==> config.mk <==
export PLATFORM = sky130hd
export DESIGN_NAME = fetch_stage
export DESIGN_NICKNAME = d
export VERILOG_FILES = /design/src/rtl/fetch_stage_pkg.sv /design/src/rtl/fetch_stage_pc_register.sv /design/src/rtl/fetch_stage.sv
export SDC_FILE = /design/constraint.sdc
export NUM_CORES = 1
export LEC_CHECK = 0
export ABC_AREA = 1
export CAP_MARGIN = 10
export CORE_MARGIN = 2
export CORE_UTILIZATION = 43
export DETAILED_ROUTE_END_ITERATION = 10
export PLACE_DENSITY = 0.89
export REMOVE_ABC_BUFFERS = 1
export SETUP_SLACK_MARGIN = 0.05
export SLEW_MARGIN = 20
export SYNTH_ARGS = -nofsm -noshare
export SYNTH_HDL_FRONTEND = slang
export SYNTH_SLANG_ARGS = --single-unit
export TNS_END_PERCENT = 1
==> constraint.sdc <==
create_clock -name clk -period 3.9 [get_ports clk]
set_input_delay 0.585 -clock clk [delete_from_list [all_inputs] [get_ports clk]]
set_output_delay 0.585 -clock clk [all_outputs]
set_load 0.02 [all_outputs]
==> src/rtl/fetch_stage_pkg.sv <==
// Shared types and constants for the instruction-fetch front end.
package fetch_stage_pkg;

    // Fetch-stage control states: normal fetching, or halted on an out-of-range PC.
    typedef enum logic {
        RUN   = 1'b0,
        FAULT = 1'b1
    } fetch_state_t;

    // Byte distance between consecutive instruction words.
    localparam logic [31:0] WORD_BYTES     = 32'd4;
    // ARM reads R15 as the fetch address plus two instructions.
    localparam logic [31:0] PC_READ_OFFSET = 32'd8;
    // Value placed in instr_d when decode receives a bubble.
    localparam logic [31:0] NOP_INSTR      = 32'h0000_0000;

endpackage

==> src/rtl/fetch_stage_pc_register.sv <==
// Program counter: word-aligned flop with enable, branch redirect mux and
// sequential increment. Wraps modulo 2^32.
module fetch_stage_pc_register
    import fetch_stage_pkg::*;
#(
    parameter logic [31:0] RESET_PC = 32'h0000_0000
) (
    input  logic        clk,
    input  logic        reset,
    input  logic        enable,
    input  logic        redirect,
    input  logic [29:0] target_word,
    output logic [31:0] pc
);

    logic [31:0] pc_reg;
    logic [31:0] pc_next;

    // Redirect replaces the PC with the word-aligned target; otherwise step one word.
    always_comb begin
        pc_next = pc_reg + WORD_BYTES;
        if (redirect) begin
            pc_next = {target_word, 2'b00};
        end
    end

    // PC flop; the reset value is forced word-aligned so pc[1:0] is always 00.
    always_ff @(posedge clk or posedge reset) begin
        if (reset) begin
            pc_reg <= {RESET_PC[31:2], 2'b00};
        end else if (enable) begin
            pc_reg <= pc_next;
        end
    end

    assign pc = pc_reg;

endmodule

==> src/rtl/fetch_stage.sv <==
// Instruction-fetch stage: owns the PC, drives the ROM address, and captures
// the returned word into the IF/ID register. An out-of-range fetch latches a
// sticky fault that freezes the PC and feeds bubbles to decode until reset.
module fetch_stage
    import fetch_stage_pkg::*;
#(
    parameter logic [31:0] RESET_PC   = 32'h0000_0000,
    parameter int unsigned IMEM_DEPTH = 64
) (
    input  logic        clk,
    input  logic        reset,
    input  logic        stall_f,
    input  logic        stall_d,
    input  logic        flush_d,
    input  logic        branch_taken_e,
    input  logic [31:0] branch_target_e,
    input  logic [31:0] instr_f,
    output logic [31:0] pc_f,
    output logic [31:0] instr_d,
    output logic [31:0] pc_plus8_d,
    output logic        valid_d,
    output logic        fetch_fault
);

    fetch_state_t state_reg;
    fetch_state_t state_next;

    logic        out_of_range;
    logic        pc_enable;
    logic        pc_redirect;
    logic        ifid_capture;
    logic        ifid_clear;
    logic        target_low_unused;

    logic [31:0] instr_d_reg;
    logic [31:0] pc_plus8_d_reg;
    logic        valid_d_reg;

    // Branch targets are byte addresses; the low two bits are dropped silently.
    assign target_low_unused = ^branch_target_e[1:0];

    // Word index compared at full 32-bit width so very large depths never fault.
    assign out_of_range = ({2'b00, pc_f[31:2]} >= IMEM_DEPTH);

    fetch_stage_pc_register #(
        .RESET_PC (RESET_PC)
    ) u_pc_register (
        .clk         (clk),
        .reset       (reset),
        .enable      (pc_enable),
        .redirect    (pc_redirect),
        .target_word (branch_target_e[31:2]),
        .pc          (pc_f)
    );

    // Next state plus PC and IF/ID controls; branch beats stall_f, flush beats stall_d.
    always_comb begin
        state_next   = state_reg;
        pc_enable    = 1'b0;
        pc_redirect  = 1'b0;
        ifid_capture = 1'b0;
        ifid_clear   = 1'b0;
        if (state_reg == RUN) begin
            if (out_of_range) begin
                // The out-of-range word is never captured and the PC stops here.
                state_next = FAULT;
                ifid_clear = 1'b1;
            end else begin
                pc_redirect = branch_taken_e;
                pc_enable   = branch_taken_e | ~stall_f;
                if (flush_d) begin
                    ifid_clear = 1'b1;
                end else if (!stall_d) begin
                    ifid_capture = 1'b1;
                end
            end
        end else begin
            // Halted: all hazard and branch inputs are ignored.
            ifid_clear = 1'b1;
        end
    end

    // FSM state register; FAULT is left only through reset.
    always_ff @(posedge clk or posedge reset) begin
        if (reset) begin
            state_reg <= RUN;
        end else begin
            state_reg <= state_next;
        end
    end

    // IF/ID pipeline register: bubble, hold, or capture the fetched word.
    always_ff @(posedge clk or posedge reset) begin
        if (reset) begin
            instr_d_reg    <= NOP_INSTR;
            pc_plus8_d_reg <= 32'h0000_0000;
            valid_d_reg    <= 1'b0;
        end else if (ifid_clear) begin
            instr_d_reg    <= NOP_INSTR;
            pc_plus8_d_reg <= 32'h0000_0000;
            valid_d_reg    <= 1'b0;
        end else if (ifid_capture) begin
            instr_d_reg    <= instr_f;
            pc_plus8_d_reg <= pc_f + PC_READ_OFFSET;
            valid_d_reg    <= 1'b1;
        end
    end

    assign instr_d     = instr_d_reg;
    assign pc_plus8_d  = pc_plus8_d_reg;
    assign valid_d     = valid_d_reg;
    assign fetch_fault = (state_reg == FAULT);

endmodule
==> results.cfg, run 1 <==
[flow_run]
cap_violations = 0

[sta]
worst_slew_pin_slew_ns = 0.906
setup_violations = 0
finalSetupTns_ns = 0
hold_viol = 0
grt_setup_unrepaired = no
min_period_ns = 2.61
final.period_utilization_pct = 67.0
skew_ns = 0.0134
fmax_mhz = 383
relSlewSlack_pct = 39.4
drv_slew = 0
worst_slack_ns = 1.29

[pwr]
power_density_mw_per_mm2 = 293
switching_share_pct = 22.2
finalPower_uw = 1780
seq_power_share_pct = 55.3
switchingPower_uw = 395
ir_drop_uv = 203
pwr-share-comb_pct = 6.4
internal_power_uw = 1380
clockPowerShare_pct = 38.3
power_leakage_uw = 0.00293

[worst_setup_path]
path_max_fanout = 53
critPathCaptureType = flip-flop
max_stage_delay_ns = 0.55
path_class = reg -> reg
cpLargestDelayFamily = simple AND/OR/NAND/NOR gates
cp_num_buf_inv = 1
rrSetupSlack_ns = 1.29
r2r_cells = 9
crit_chain = inv_1, ha_1, nand2_1, nor2_1, nor2_4, nand2_4, nor2_8, nand2_2, nor2_1
slowest_stage = nor2_8
cp_common_cell = nor2_1
r2r-start = u_pc_register.pc[2]
crit_required_ns = 4.15
arrival_ns = 2.86
cp-start-kind = flip-flop
crit-reg2reg-capture = pc_plus8_d[14]

[cts]
cts_max_level = 3
clock-sinks = 95
cts_hold_buffers = 0
clk_pin_slew_ns = 0.10
cts_setup_buffers = 0
cts_buffers = 9
cts_resized = 0
cts_tree = done
clock_latency_ns = 0.35
cts_root_buffer = clkbuf_8
clockBufferDepth = 2

[global_routing]
overflow = 0
grt_max_degree = 62
antenna_found_initial = 0
grt_usage_pct = 19.5
grt_pass1_vias = 3376
grt_pass1_wl_mm = 16.1

[outcome]
outcome = complete, no violations

[hold_path]
min_from = pc_plus8_d[23]
holdPathEnd = pc_plus8_d[23]
hp-class = reg -> reg
min_path_cells = 2

[yosys]
yosys.area.top_type = dfrtp_1
synth_warnings = 0
syn_area_per_cell_sq_um = 9.02
synth-seq-area-share_pct = 57.0
netlist_area_sq_mm = 0.00417
ys_async_sr_fraction_pct = 100
synth_top_area_share_pct = 57.0
ys_top_cells_by_area = dfrtp_1 (57%), nand3_1 (9.5%), nand2_1 (6.9%), inv_1 (5.9%), nor2_1 (5.2%)
ys_ff_latch = 95
synth_common_cells = dfrtp_1 (95), nand3_1 (79), nand2_1 (77)
synth.most_common_cell = dfrtp_1
ys_types = 27
netlist_instances = 462
synth_edf_count = 0
synth_flop_cell = dfrtp_1

[finish]
fill_cells = 785
drive_above_1_share_pct = 6.61
multi_input_area_sq_mm = 0.00141
layout.nets = 688
syn_to_final_growth_pct = 45.5
ff_latch_area_sq_mm = 0.00238
fin_util_pct = 65.0
largest_register_ffs = 32
antenna_cells = 0

[place]
pre_cts_slack_ns = 1.34
port_buffers = 163
dpl.hpwl_mm = 7.45
globalplace.congestion = 0.842

[detailed_routing]
vias_per_cell = 4.78
via_count = 3581
first_iter_violations = 174
drtPass1Iterations = 4
wl_per_cell_um = 13.6
wl_mm = 10.2
drc = 0
drtAntennaViolNets = 0

[floorplan]
ios = 168
die-height_um = 102
start_util_pct = 44.7
die_area_sq_mm = 0.0105
rows = 35
die_w_um = 102
coreArea_sq_mm = 0.00933
## power by group through the flow
| stage | Sequential, uW | Clock [uW] | Combinational, uW |
|---|---|---|---|
| 4_1_cts | 984 | 694 | 115 |
| 2_1_floorplan | 1000 | 0 | 26.5 |
| 3_3_place_gp | 1000 | 0 | 113 |
| 5_1_grt | 984 | 740 | 124 |
| 3_5_place_dp | 1000 | 0 | 115 |
| 6_report | 984 | 681 | 113 |
## metal layers
metal | part of all wire [%] | track usage [%] | vias to the layer above | wire length [um]
li1 | - | - | 1751 | -
met1 | 43 | 24.7 | 1685 | 4400
met2 | 50 | 33.8 | 129 | 5080
met3 | 5.3 | 3.83 | 16 | 542
met4 | 1.9 | 5.95 | 0 | 189
met5 | 0 | 0 | - | 0
## worst register-to-register path, stage by stage (launching register included)
cell	delay (ns)
dfrtp_1	0.51
inv_1	0.11
ha_1	0.21
nand2_1	0.08
nor2_1	0.08
nor2_4	0.20
nand2_4	0.09
nor2_8	0.55
nand2_2	0.44
nor2_1	0.25
## stage by stage
step / instances / area (sq um) / hold slack, ns
2_1_floorplan: 437 / 4030 / 0.585
3_3_place_gp: 733 / 5850 / 0.462
3_5_place_dp: 733 / 5850 / 0.485
4_1_cts: 749 / 6070 / 0.499
5_1_grt: 749 / 6070 / 0.520
6_report: 749 / 6070 / 0.498
## worst max-delay path by stage
stage                        start                  end  slack [ns]  cells after the start
3_3_place_gp        branch_taken_e  u_pc_register.pc[6]        1.44                      6
4_1_cts        u_pc_register.pc[2]       pc_plus8_d[14]        1.33                      9
5_1_grt        u_pc_register.pc[2]       pc_plus8_d[14]        1.04                      9
3_5_place_dp   u_pc_register.pc[2]       pc_plus8_d[14]        1.34                      9
2_1_floorplan                reset          fetch_fault        0.84                      1
6_report       u_pc_register.pc[2]       pc_plus8_d[14]        1.29                      9
## area by class of cell
class / instances / share of cell area (%)
tap: 129 / 2.66
clock inverter: 5 / 1.05
clock buffer: 11 / 2.50
sequential: 95 / 39.2
timing repair buffer: 167 / 27.3
inverter: 65 / 4.06
multi-input combinational: 277 / 23.2
## cells in the final DEF, fill, tap and decap left out
cell type and n:
inv_4 1, nand3b_1 2, ha_1 3, nand3_2 10, nand2_1 77, o21bai_1 20
xor2_1 5, dfrtp_1 95, o21ai_0 3, clkdlybuf4s50_1 162, conb_1 2, nor2_4 1
inv_1 63, clkinv_4 2, nand3_1 79, xnor2_1 1, or2_2 2, nand4_1 6
clkbuf_8 11, buf_4 4, nor2_1 58, a21oi_1 2, bufinv_16 1, nand2_4 1
o21a_1 1, nand2_2 1, clkinvlp_4 1, nor2_8 1, nor2_2 2, inv_2 1
inv_6 1, buf_2 1
## cells by family after synthesis
family	Yosys count	share of synthesized area (%)
simple gates	240	27.1
flops	95	57.0
buf+inv	91	9.25
compound gates	26	4.38
xor+xnor	6	1.26
fa+ha+maj	3	0.901
other cells	1	0.0900
Note: power is estimated with default switching activity, not from simulation.
==> run 2: changes to the inputs <==
clock period = 2.5 ns   (was 3.9 ns; I/O delays follow)
==> run 2 against run 1 <==
  * Clock skew about the same
  * Design area increased by 1.5%
  * First-iteration DRC count is 33% lower
  * Global-route usage rose by 1.2 points
  * Final cell count rose by 0.67%
  * Via count grew 1.8%
  * Critical path depth is the same
  * Sequential power grew 57%
  * Register-to-register slack got worse by 0.98 ns
  * Clock power grew 69%
  * Sequential share of layout area decreased by 0.57 points
  * Critical path type unchanged
  * Highest routed layer unchanged
==> results.cfg, run 2 (synthesis results as in run 1) <==
[finish]
fill_cells = 775
syn_to_final_growth_pct = 47.7
multi_input_area_sq_mm = 0.00141
largest_register_ffs = 32
final_common_cell = clkdlybuf4s50_1
antenna_cells = 0
layout.nets = 693
ff_latch_area_sq_mm = 0.00238
final_area_sq_mm = 0.00615
drive_above_1_share_pct = 7.20
layout.cells.non_filler = 754
final_cell_mix = clkdlybuf4s50_1 (162), dfrtp_1 (95), nand3_1 (79)

[sta]
grt_setup_unrepaired = no
hold_viol = 0
finalSetupTns_ns = 0
worst_slack_ns = 0.305
fmax_mhz = 456
final.period_utilization_pct = 87.8
skew_ns = 0.0137
drv_slew = 0
setup_violations = 0
min_period_ns = 2.20

[floorplan]
die_area_sq_mm = 0.0105
ios = 168
start_util_pct = 44.7
rows = 35
coreArea_sq_mm = 0.00933
die_w_um = 102
die-height_um = 102

[cts]
cts_max_level = 3
cts_resized = 0
cts_buffers = 9
clk_pin_slew_ns = 0.10
cts_tree = done
cts_root_buffer = clkbuf_8
clockBufferDepth = 2
clock_latency_ns = 0.35
clock-sinks = 95
cts_hold_buffers = 0
cts_setup_buffers = 0

[detailed_routing]
first_iter_violations = 117
drtAntennaViolNets = 0
wl_per_cell_um = 14.2
vias_per_cell = 4.83
wl_mm = 10.7
via_count = 3645
drc = 0
drtPass1Iterations = 4

[worst_setup_path]
cp-start-kind = flip-flop
r2r_cells = 9
path_class = reg -> reg
arrival_ns = 2.46
rrSetupSlack_ns = 0.30
crit_required_ns = 2.77
critPathCaptureType = flip-flop
path_max_fanout = 24

[place]
dpl.hpwl_mm = 7.96
dp_cells = 738
postPlaceCellArea_sq_mm = 0.00593
port_buffers = 163
pre_cts_slack_ns = 0.323
globalplace.congestion = 0.847

[flow_run]
cap_violations = 0

[pwr]
ir_drop_uv = 350
power_density_mw_per_mm2 = 466
power_leakage_uw = 0.00297

[global_routing]
grt_max_degree = 39
grt_pass1_vias = 3608
grt_usage_pct = 20.7
antenna_found_initial = 0
overflow = 0
grt_pass1_wl_mm = 17.1

[hold_path]
hp-class = in -> async

[outcome]
outcome = complete, no violations
-- run 2: area by class of cell --
| cell class | count | share of cell area (%) |
|---|---|---|
| repair buffers | 172 | 28.1 |
| inverters | 65 | 4.00 |
| flip-flops and latches | 95 | 38.6 |
| well taps | 129 | 2.62 |
| clock inverters | 6 | 1.48 |
| clock buffers | 10 | 2.24 |
| multi-input cells | 277 | 22.9 |
-- run 2: per-layer routing --
metal / vias to the layer above / global-route usage, % / wire, um
met3: 16 / 4.58 / 539
met1: 1744 / 26.2 / 4470
met4: 0 / 6.67 / 190
met2: 129 / 35.4 / 5530
li1: 1756 / - / -
met5: - / 0 / 0
-- run 2: worst paths after layout --
kind	to	start
max reg2reg	pc_plus8_d[22]	u_pc_register.pc[2]
min	instr_d[18]	reset
max in group asynchronous	instr_d[4]	reset
max	pc_plus8_d[22]	u_pc_register.pc[2]
min reg2reg	pc_plus8_d[26]	pc_plus8_d[26]
min in group clk	instr_d[16]	stall_d
-- run 2: worst max-delay path, cell delays in order (launching register included) --
cell     delay, ns
dfrtp_1       0.51
inv_1         0.11
ha_1          0.20
nand2_1       0.10
nor2_1        0.09
nor2_4        0.19
nand2_4       0.09
nor2_8        0.29
nand2_2       0.32
nor2_1        0.19
-- run 2: stage by stage --
step	power [uW]	hold slack, ns	util (%)
after global placement	1750	0.462	63.5
final	2870	0.398	66.0
after global routing	2980	0.429	66.0
after CTS	2900	0.399	66.0
after detailed placement	1750	0.484	63.5
after floorplan	1610	0.502	-
-- run 2: power by group --
| part | switching, uW | total [uW] | internal (uW) | leakage (uW) |
|---|---|---|---|---|
| Combinational | 81.1 | 183 | 102 | 0.00155 |
| Sequential | 0 | 1540 | 1540 | 0.00130 |
| Clock | 552 | 1150 | 599 | 0.000117 |
==> run 3: changes to the inputs <==
ABC_CLOCK_PERIOD_IN_PS = 2500   (was not set)
REMOVE_ABC_BUFFERS = not set   (was 1)
==> run 3 against run 2 <==
  * Critical path depth increased by 1
  * Hold slack got worse by 0.12 ns
  * Core utilization decreased by 0.32 points
  * Via count decreased by 1.9%
  * Wire length decreased by 2.3%
  * Combinational power about the same
  * Non-clock buffer count decreased by 2
  * Register-to-register slack improved by 0.095 ns
  * Critical endpoint is now instr_d[1]
  * Largest power group unchanged
  * Highest routed layer unchanged
==> results.cfg, run 3 (synthesis results as in run 1) <==
[outcome]
outcome = complete, no violations

[finish]
ff_latch_area_sq_mm = 0.00238
final_common_cell = clkdlybuf4s50_1
final_cell_mix = clkdlybuf4s50_1 (163), dfrtp_1 (95), nand3_1 (79)
final_area_sq_mm = 0.00612
drive_above_1_share_pct = 6.90
multi_input_area_sq_mm = 0.00141
largest_register_ffs = 32
layout.nets = 691
fill_cells = 763
layout.cells.non_filler = 752
syn_to_final_growth_pct = 47.0
antenna_cells = 0

[sta]
drv_slew = 0
min_period_ns = 2.10
grt_setup_unrepaired = no
hold_viol = 0
skew_ns = 0.0159
finalSetupTns_ns = 0
fmax_mhz = 476
relSlewSlack_pct = 56.9
hold_ws_ns = 0.274
final.period_utilization_pct = 84.0
worst_slew_pin_slew_ns = 0.646
setup_violations = 0

[cts]
cts_tree = done
cts_hold_buffers = 0
clockBufferDepth = 2
clock_latency_ns = 0.35
clk_pin_slew_ns = 0.11
cts_max_level = 3
cts_setup_buffers = 0
clock-sinks = 95
cts_root_buffer = clkbuf_8
cts_buffers = 9
cts_resized = 0

[pwr]
power_density_mw_per_mm2 = 443
finalPower_uw = 2710
power_leakage_uw = 0.00295
ir_drop_uv = 319

[worst_setup_path]
critPathCaptureType = flip-flop
path_class = reg -> reg
crit_required_ns = 2.78
path_max_fanout = 30
cp-start-kind = flip-flop
arrival_ns = 2.38

[detailed_routing]
drc = 0
drtAntennaViolNets = 0
wl_per_cell_um = 13.9
first_iter_violations = 125
vias_per_cell = 4.76
wl_mm = 10.5
via_count = 3576
drtPass1Iterations = 4

[floorplan]
die-height_um = 102
start_util_pct = 44.7
rows = 35
ios = 168
die_w_um = 102
coreArea_sq_mm = 0.00933
die_area_sq_mm = 0.0105

[place]
dp_cells = 736
port_buffers = 163
globalplace.congestion = 0.865
postPlaceCellArea_sq_mm = 0.00592
dpl.hpwl_mm = 7.89

[global_routing]
overflow = 0
antenna_found_initial = 0
grt_pass1_vias = 3538
grt_max_degree = 41
grt_usage_pct = 20.6
grt_pass1_wl_mm = 17.1

[flow_run]
cap_violations = 0

[hold_path]
hp-class = in -> async
==> run 3: final cells by class <==
cell class / instances / share of cell area, %
clock buffer: 9 / 2.02
clock inverter: 7 / 1.29
inverter: 65 / 4.04
multi-input combinational: 277 / 23.1
sequential: 95 / 38.8
tap: 129 / 2.64
timing repair buffer: 170 / 28.1
==> run 3: worst paths after layout <==
path	start	to	slack, ns	cells after the start
max in group asynchronous	reset	fetch_fault	1.60	3
setup / recovery	u_pc_register.pc[2]	instr_d[1]	0.40	10
hold / removal	reset	pc_plus8_d[15]	0.27	2
min in group clk	pc_plus8_d[27]	pc_plus8_d[27]	0.50	2
hold reg to reg	pc_plus8_d[27]	pc_plus8_d[27]	0.50	2
setup reg to reg	u_pc_register.pc[2]	instr_d[1]	0.40	10
==> run 3: critical path, stage by stage, from the launching register on <==
cell and delay (ns):
dfrtp_1 0.51, inv_1 0.10, ha_1 0.20, nand2_1 0.08, nor2_1 0.08, nor2_4 0.19, nand2_4 0.10, nor2_8 0.33
buf_12 0.23, nand3_1 0.10, nand2_1 0.11
==> run 3: power breakdown <==
part / internal (uW) / switching, uW / leakage [uW] / total (uW)
clock: 397 / 598 / 0.000102 / 994
combinational: 102 / 79.7 / 0.00155 / 182
sequential: 1540 / 0 / 0.00130 / 1540
==> run 3: metrics by stage <==
step,setup slack (ns),util (%)
floorplan,0.744,-
global placement,0.391,63.4
detailed placement,0.303,63.4
CTS,0.280,65.6
global route,0.164,65.7
finish,0.400,65.7
==> run 3: layer usage <==
| metal | track usage, % | wire, um | vias to the layer above |
|---|---|---|---|
| met3 | 3.83 | 509 | 14 |
| met2 | 35.8 | 5510 | 119 |
| met5 | 0 | 0 | - |
| met1 | 25.8 | 4300 | 1689 |
| met4 | 7.18 | 155 | 0 |
| li1 | - | - | 1754 |
